`config.mk`:
```
export PLATFORM = sky130hd
export DESIGN_NAME = serial_addsub
export DESIGN_NICKNAME = d
export VERILOG_FILES = /design/src/rtl/addsub_pkg.sv /design/src/rtl/addsub_cell.sv /design/src/rtl/serial_addsub.sv
export SDC_FILE = /design/constraint.sdc
export NUM_CORES = 1
export LEC_CHECK = 0
export CORE_UTILIZATION = 58
export CTS_BUF_LIST = sky130_fd_sc_hd__clkbuf_8
export DETAILED_ROUTE_END_ITERATION = 10
export GPL_ROUTABILITY_DRIVEN = 0
export PLACE_DENSITY = 0.89
export RECOVER_POWER = 100
export SLEW_MARGIN = 20
export SYNTH_ARGS = -nofsm -noshare
export SYNTH_HDL_FRONTEND = slang
export SYNTH_SLANG_ARGS = --single-unit
```
`constraint.sdc`:
```
create_clock -name clk -period 2.5 [get_ports clk]
set_input_delay 0.5 -clock clk [delete_from_list [all_inputs] [get_ports clk]]
set_output_delay 0.5 -clock clk [all_outputs]
set_load 0.01 [all_outputs]
```
`src/rtl/addsub_pkg.sv`:
```
// Shared constants for the serial add/subtract unit: op codes, FSM states,
// and the counter-width helper.
package addsub_pkg;

  localparam logic OP_ADD = 1'b0;
  localparam logic OP_SUB = 1'b1;

  typedef enum logic [1:0] {
    ST_IDLE = 2'd0,
    ST_RUN  = 2'd1,
    ST_DONE = 2'd2
  } state_e;

  // Bits needed to count 0..n-1; never narrower than one bit.
  function automatic int unsigned clog2(input int unsigned n);
    int unsigned w;
    w = 1;
    while ((32'd1 << w) < n) w++;
    return w;
  endfunction

endpackage

```
`src/rtl/addsub_cell.sv`:
```
// One-bit full add/subtract cell; mode selects carry (add) or borrow (sub).
module addsub_cell
  import addsub_pkg::*;
(
  input  logic x,
  input  logic y,
  input  logic c,
  input  logic mode,
  output logic s_c,
  output logic co_c
);

  assign s_c  = x ^ y ^ c;
  assign co_c = (mode == OP_SUB) ? ((~x & y) | (c & ~(x ^ y)))
                                 : ((x & y) | (c & (x ^ y)));

endmodule

```
`src/rtl/serial_addsub.sv`:
```
// Digit-serial two's-complement add/subtract, LSB first, DIGIT bits per clock.
// Optional SERIAL_ADDSUB_CIN_EN adds a cin port used as the initial carry/borrow.
module serial_addsub
  import addsub_pkg::*;
#(
  parameter int unsigned WIDTH = 8,
  parameter int unsigned DIGIT = 1
) (
  input  logic             clk,
  input  logic             rst,
  input  logic             start,
  input  logic             op,
  input  logic [WIDTH-1:0] a,
  input  logic [WIDTH-1:0] b,
`ifdef SERIAL_ADDSUB_CIN_EN
  input  logic             cin,
`endif
  output logic             busy,
  output logic             done,
  output logic [WIDTH-1:0] result,
  output logic             cout,
  output logic             ovf
);

  localparam int unsigned N     = WIDTH / DIGIT;
  localparam int unsigned CNT_W = clog2(N);

  generate
    if (WIDTH < 2) begin : g_bad_width
      $error("serial_addsub: WIDTH must be >= 2");
    end
    if (DIGIT == 0 || (WIDTH % DIGIT) != 0) begin : g_bad_digit
      $error("serial_addsub: DIGIT must divide WIDTH");
    end
  endgenerate

  state_e             state_q, state_d;
  logic [WIDTH-1:0]   a_q, a_d, b_q, b_d, res_q, res_d, result_q, result_d;
  logic [CNT_W-1:0]   cnt_q, cnt_d;
  logic               op_q, op_d, c_q, c_d;
  logic               cout_q, cout_d, ovf_q, ovf_d, busy_q, busy_d, done_q, done_d;
  logic [DIGIT-1:0]   sum;
  logic [DIGIT:0]     chain;
  logic [WIDTH-1:0]   res_shift;
  logic               accept, last, cin_init, ovf_calc;

`ifdef SERIAL_ADDSUB_CIN_EN
  assign cin_init = cin;
`else
  assign cin_init = 1'b0;
`endif

  assign accept = start && (state_q == ST_IDLE || state_q == ST_DONE);
  assign last   = (state_q == ST_RUN) && (cnt_q == CNT_W'(N - 1));

  assign chain[0] = c_q;
  for (genvar i = 0; i < DIGIT; i++) begin : g_cell
    addsub_cell u_cell (
      .x   (a_q[i]),
      .y   (b_q[i]),
      .c   (chain[i]),
      .mode(op_q),
      .s_c (sum[i]),
      .co_c(chain[i+1])
    );
  end

  // New digit enters at the MSB end; wide shift keeps DIGIT == WIDTH legal.
  assign res_shift = WIDTH'({sum, res_q} >> DIGIT);

  // In the final digit the top cell sees the operand sign bits.
  assign ovf_calc = (op_q == OP_SUB)
                  ? ((a_q[DIGIT-1] != b_q[DIGIT-1]) && (sum[DIGIT-1] != a_q[DIGIT-1]))
                  : ((a_q[DIGIT-1] == b_q[DIGIT-1]) && (sum[DIGIT-1] != a_q[DIGIT-1]));

  always_ff @(posedge clk or posedge rst) begin
    if (rst) state_q <= ST_IDLE;
    else     state_q <= state_d;
  end

  always_comb begin
    state_d = state_q;
    case (state_q)
      ST_IDLE: if (start) state_d = ST_RUN;
      ST_RUN:  if (last)  state_d = ST_DONE;
      ST_DONE: state_d = start ? ST_RUN : ST_IDLE;
      default: state_d = ST_IDLE;
    endcase
  end

  always_comb begin
    busy_d = (state_d == ST_RUN);
    done_d = (state_d == ST_DONE);
  end

  always_comb begin
    a_d      = a_q;
    b_d      = b_q;
    op_d     = op_q;
    c_d      = c_q;
    cnt_d    = cnt_q;
    res_d    = res_q;
    result_d = result_q;
    cout_d   = cout_q;
    ovf_d    = ovf_q;
    if (accept) begin
      a_d   = a;
      b_d   = b;
      op_d  = op;
      c_d   = cin_init;
      cnt_d = '0;
      res_d = '0;
    end else if (state_q == ST_RUN) begin
      a_d   = a_q >> DIGIT;
      b_d   = b_q >> DIGIT;
      c_d   = chain[DIGIT];
      cnt_d = cnt_q + CNT_W'(1);
      res_d = res_shift;
      if (last) begin
        result_d = res_shift;
        cout_d   = chain[DIGIT];
        ovf_d    = ovf_calc;
      end
    end
  end

  always_ff @(posedge clk or posedge rst) begin
    if (rst) begin
      a_q      <= '0;
      b_q      <= '0;
      op_q     <= OP_ADD;
      c_q      <= 1'b0;
      cnt_q    <= '0;
      res_q    <= '0;
      result_q <= '0;
      cout_q   <= 1'b0;
      ovf_q    <= 1'b0;
      busy_q   <= 1'b0;
      done_q   <= 1'b0;
    end else begin
      a_q      <= a_d;
      b_q      <= b_d;
      op_q     <= op_d;
      c_q      <= c_d;
      cnt_q    <= cnt_d;
      res_q    <= res_d;
      result_q <= result_d;
      cout_q   <= cout_d;
      ovf_q    <= ovf_d;
      busy_q   <= busy_d;
      done_q   <= done_d;
    end
  end

  assign busy   = busy_q;
  assign done   = done_q;
  assign result = result_q;
  assign cout   = cout_q;
  assign ovf    = ovf_q;

endmodule

```
==> results of run 1 <==
-- placed cells by master (no fill, tap or decap), types with 2 or more instances in the layout --
cell             netlist  routed
a22o_1                24      24
inv_2                  3       2
xnor2_1                2       2
inv_1                  1       2
mux2_1                 9       9
nand2_1                2       2
ha_1                   3       3
dlygate4sd3_1          0      13
o21bai_1               2       2
clkdlybuf4s50_1        0      18
fa_1                   2       2
a21o_1                13      13
dfrtp_1               42      42
clkbuf_8               0       6
buf_4                  2       2
-- final timing paths --
kind,from,slack (ps),to
setup reg to reg,cnt_q[0]$_DFFE_PP0P_,630,result[1]$_DFFE_PP0P_
hold reg to reg,cout$_DFFE_PP0P_,480,cout$_DFFE_PP0P_
hold / removal,cout$_DFFE_PP0P_,480,cout$_DFFE_PP0P_
setup / recovery,start,490,cnt_q[0]$_DFFE_PP0P_
min in group asynchronous,rst,950,result[4]$_DFFE_PP0P_
max in group asynchronous,rst,950,op_q$_DFFE_PP0P_
-- report_power, final --
part | internal (mW) | switching [mW]
combinational | 0.602 | 0.507
clock | 0.218 | 0.212
sequential | 0.979 | 0.191
-- sequential cells by signal, indices dropped and copies added (netlist names), 2 cells and up --
register  cells
a_q           8
res_q         7
cnt_q         3
b_q           8
result        8
state_q       2
-- cell type report --
type / count / share of cell area, %
flip-flops and latches: 42 / 48.81
multi-input cells: 69 / 29.11
repair buffers: 34 / 15.34
clock buffers: 6 / 3.835
well taps: 31 / 1.801
inverters: 4 / 0.6973
clock inverters: 2 / 0.4067
-- logic make-up after synthesis --
family / count (synthesis)
and+or+nand+nor: 8
adders and majority gates: 5
muxes: 11
buffers and inverters: 12
AOI/OAI and AO/OA: 43
xor gates and xnor gates: 2
DFF: 42
-- metal layers --
layer / track usage, % / routed length (microns) / vias up
met4: 7.666 / 54 / 0
met3: 7.710 / 128 / 7
met2: 35.63 / 1567 / 26
met1: 26.06 / 1310 / 549
met5: 0 / 0 / -
li1: - / - / 515
-- worst register-to-register path, cell delays in order, from the launching register on --
cell      delay [ps]
dfrtp_1          410
ha_1             220
ha_1             210
nand3b_1         520
mux2_1           390
-- per-stage QoR --
| step | area (sq um) | worst slack, ps |
|---|---|---|
| 2_1_floorplan | 1765 | 957.4 |
| 3_3_place_gp | 2079 | 603.5 |
| 3_5_place_dp | 2079 | 541.2 |
| 4_1_cts | 2171 | 803.8 |
| 5_1_grt | 2153 | 432.5 |
| 6_report | 2153 | 494.1 |
==> out/qor.txt, run 1 <==
Buffers on Ports = 31
Number of setup buffers added after CTS = 0
Mux cell area share after synthesis = 6.945%
Slew @ Worst Pin = 968.7 ps
Final Skew = 3.266 ps
Final Hold Vio Count = 0
Compound-cell area share of the yosys netlist = 20.06%
Initial antenna violation count = 0
Crit-path max cell delay = 610 ps
Max cap viols = 0
Congestion Overflow GR = 0
Largest net degree at the start of global routing = 43
Fin cells = 188
Root buffer selected by CTS = clkbuf_8
CP Launch Type = primary input
Sequential-to-total area share from yosys stat = 59.53%
Yosys cell types = 26
CP max FO = 26
Adder-cell share of the synthesized area = 4.394%
Most frequent cell after synthesis = dfrtp_1
Top FF cell, synth = dfrtp_1
Row count = 19
Leading area contributor after synthesis = dfrtp_1
Outcome = finished with violations
Hold crit path type = flop to flop
Die width = 57.17 microns
Unrepaired setup endpoints after global routing = false
Vias in the first global route = 1138
Worst reg2reg path depth = 4
Avg Cell Area, Syn = 14.35 sq um
Overall Power = 2.709 mW
Area share of the largest cell type after synthesis = 59.53%
Post-synth EDFFs = 0
Final period util = 80.24%
Top cells by count, synth = 42 x dfrtp_1, 24 x a22o_1, 13 x a21o_1
Antenna viol nets, final = 0
All-layer global routing usage = 21.45%
Final slew viol count = 0
Synth Area in XOR/XNOR = 0.9922%
TritonCTS Buffers = 5
Clk sink count = 42
VDD IR-drop max = 743.5 uV
Clk buf depth = 2
Post-synth ARST share = 100.0%
Area of the mapped netlist = 1765 sq um
Leakage = 1.085 nW
Resized cells post-CTS = 0
First-pass GRT wire length = 5140 microns
PD cells = 1258 nW/um^2
Crit path max-delay family = simple AND/OR/NAND/NOR gates
Slowest CP cell = and2b_1
Register area = 1051 sq um
Critical Path, Cell by Cell = clkdlybuf4s50_1, and2b_1, nor2_4, mux2_2
Largest cells by area after synthesis = dfrtp_1 60%, a22o_1 12%, mux2_1 5.7%
Post-layout min period = 2006 ps
Wirelength per Cell = 16.28 microns
Via count = 1097
Post-DP HPWL = 2109 microns
H-tree levels = 2
CP endpoint kind = flop
# placed instances = 180
Core area = 2829 sq um
DRT iter0 DRCs = 34
Post-Synthesis Cells = 123
Simple-gate share of the synthesized area = 3.969%
Max Clk Rate = 498.5 MHz
Worst EP arrival = 2190 ps
Multi-input gate area = 626.9 sq um
Area Overhead vs Synth = 21.97%
Nets = 181
Fillers = 192
Largest family of logic cells by synthesized area = compound AO/OA/AOI/OAI gates
IO Pins = 32
WL final = 3061 microns
CTS tree = done
WP buf/inv = 1
Final Util = 76.12%
Warnings from Yosys = 0
Setup TNS = 0 ps
Drt pass-1 iters = 7
Critical Path Stages = 4
Reg clk slew, reported paths = 70 ps
Layout cells sized above 1 = 9.554%
Slew HR = 35.42%
Hold path depth = 2
DRC violations left = 2
FF+latch count, synth = 42
Critical path class = primary input to flop
Worst skew pair latency = 290 ps
Die H = 57.17 microns
Crit path required time = 2680 ps
Synth Net Count = 148
Failing checks = design-rule violations
# hold bufs at CTS = 0
Smallest hold slack = 475.4 ps
DR vias/cell = 5.835
Die area = 3268 sq um
Antenna Cells = 0
Setup violations, final = 0
Starting density of the core = 62.41%
Note: power is estimated with default switching activity, not from simulation.
==> run 2, diff against run 1 <==
CORE_UTILIZATION = 54   (was 58)
PLACE_DENSITY = 0.84   (was 0.89)
clock period = 1.9 ns   (was 2.5 ns; I/O delays follow)
==> run 2 against run 1 <==
Compared with the run above:
- the run now ends clean
- non-clock buffer count increased by 1
- clock skew grew 3.8 ps
- sequential share of layout area down 0.84 points
- via count is 1.5% higher
- combinational power up 32%
- global-route usage decreased by 1.1 points
- worst hold slack improved by 4.7 ps
- worst setup slack worse by 260 ps
- power is 33% higher
- clock power up 36%
==> out/qor.txt, run 2 (synthesis results as in run 1) <==
Slew HR = 32.36%
Die width = 59.18 microns
CP Launch Type = flop
CTS tree = done
Worst skew pair latency = 290 ps
Critical Path Stages = 1
Wirelength per Cell = 15.48 microns
Final instance area = 2191 sq um
Via count = 1113
Final slew viol count = 0
TritonCTS Buffers = 5
PD cells = 1643 nW/um^2
Unrepaired setup endpoints after global routing = false
Slew @ Worst Pin = 1015 ps
CP endpoint kind = output port
Critical path class = flop to output port
DRT iter0 DRCs = 34
Initial antenna violation count = 0
Final Skew = 7.030 ps
Reg clk slew, reported paths = 80 ps
Max Clk Rate = 601.7 MHz
CP max FO = 2
Multi-input gate area = 639.4 sq um
Setup TNS = 0 ps
Hold path depth = 1
Critical Path, Cell by Cell = dlygate4sd3_1
Congestion Overflow GR = 0
Antenna Cells = 0
All-layer global routing usage = 20.32%
Row count = 20
H-tree levels = 2
Clk buf depth = 2
Most common cell after layout, fill and taps aside = dfrtp_1
DRC violations left = 0
Area Overhead vs Synth = 24.10%
WL final = 3127 microns
Worst EP arrival = 1280 ps
Hold crit path type = flop to flop
Starting density of the core = 57.36%
Die H = 59.18 microns
VDD IR-drop max = 1033 uV
Leakage = 1.105 nW
Leading cell types in the layout, fill and taps excluded = 42 x dfrtp_1, 24 x a22o_1, 18 x clkdlybuf4s50_1
Register area = 1051 sq um
Clk sink count = 42
Outcome = complete, no violations
IO Pins = 32
Slowest CP cell = dlygate4sd3_1
Area post-placement = 2103 sq um
Core area = 3078 sq um
Max cap viols = 0
Final Hold Vio Count = 0
Vias in the first global route = 1086
Root buffer selected by CTS = clkbuf_8
Setup violations, final = 0
Crit path required time = 1520 ps
Nets = 182
Worst reg2reg path depth = 4
Layout cells sized above 1 = 11.39%
Post-DP HPWL = 2169 microns
First-pass GRT wire length = 5106 microns
WP buf/inv = 1
Drt pass-1 iters = 4
DR vias/cell = 5.510
Crit path max-delay family = buffers and inverters
# hold bufs at CTS = 0
Resized cells post-CTS = 0
Post-layout min period = 1662 ps
Fillers = 219
Antenna viol nets, final = 0
Final period util = 87.47%
Buffers on Ports = 31
Die area = 3502 sq um
Crit-path max cell delay = 610 ps
Largest net degree at the start of global routing = 43
Number of setup buffers added after CTS = 0
## run 2: cell count changes in the layout (fill, tap and decap cells not counted), sizes merged
cell      delta
clkbuf       +1
clkinv       -1
clkinvlp     +1
## run 2: layout make-up
| class | count | area share, % |
|---|---|---|
| repair buffers | 35 | 15.31 |
| well taps | 44 | 2.513 |
| clock buffers | 6 | 3.769 |
| clock inverters | 2 | 0.5711 |
| flip-flops and latches | 42 | 47.97 |
| inverters | 4 | 0.6853 |
| multi-input cells | 69 | 29.18 |
## run 2: path summary, 6_finish.rpt
path                                  startpoint                 end  slack (ps)
max reg2reg                 state_q[0]$_DFF_PP0_  a_q[0]$_DFFE_PP0P_         270
min in group asynchronous                    rst      done$_DFF_PP0_         840
max                        result[2]$_DFFE_PP0P_           result[2]         240
min reg2reg                   a_q[2]$_DFFE_PP0P_  a_q[2]$_DFFE_PP0P_         480
min                           a_q[2]$_DFFE_PP0P_  a_q[2]$_DFFE_PP0P_         480
max in group asynchronous                    rst  b_q[6]$_DFFE_PP0P_         430
## run 2: through the flow
step / cells / setup slack (ps) / total power [mW] / util [%] / hold WS (ps)
3_3_place_gp: 194 / 146.8 / 2.982 / 68.33 / 458.9
4_1_cts: 202 / 306.8 / 3.691 / 71.42 / 482.0
3_5_place_dp: 194 / 99.21 / 3.108 / 68.33 / 465.4
2_1_floorplan: 123 / 357.4 / 2.634 / - / 449.6
6_report: 202 / 238.1 / 3.599 / 71.18 / 480.0
5_1_grt: 202 / 178.4 / 3.836 / 71.18 / 491.4
## run 2: report_power, final
group	internal, mW	total (mW)	switching [mW]
registers	1.29	1.54	0.255
clock network	0.292	0.585	0.293
logic	0.795	1.47	0.677
total	2.37	3.60	1.23
## run 2: per-layer routing
layer / share of wire (%) / global-route usage [%] / up-vias / routed length, microns
li1: - / - / 514 / -
met1: 47 / 26.70 / 573 / 1474
met4: 0.93 / 6.122 / 0 / 29
met5: 0 / 0 / - / 0
met3: 3.4 / 6.550 / 4 / 106
met2: 48 / 32.26 / 22 / 1516
## run 2: worst reg2reg max path: cells and delay by family (launching register included)
family / cells / cell delay, ps
AO/OA/AOI/OAI: 1 / 260
buffers and inverters: 1 / 320
flip-flops: 1 / 440
AND/OR/NAND/NOR: 2 / 520
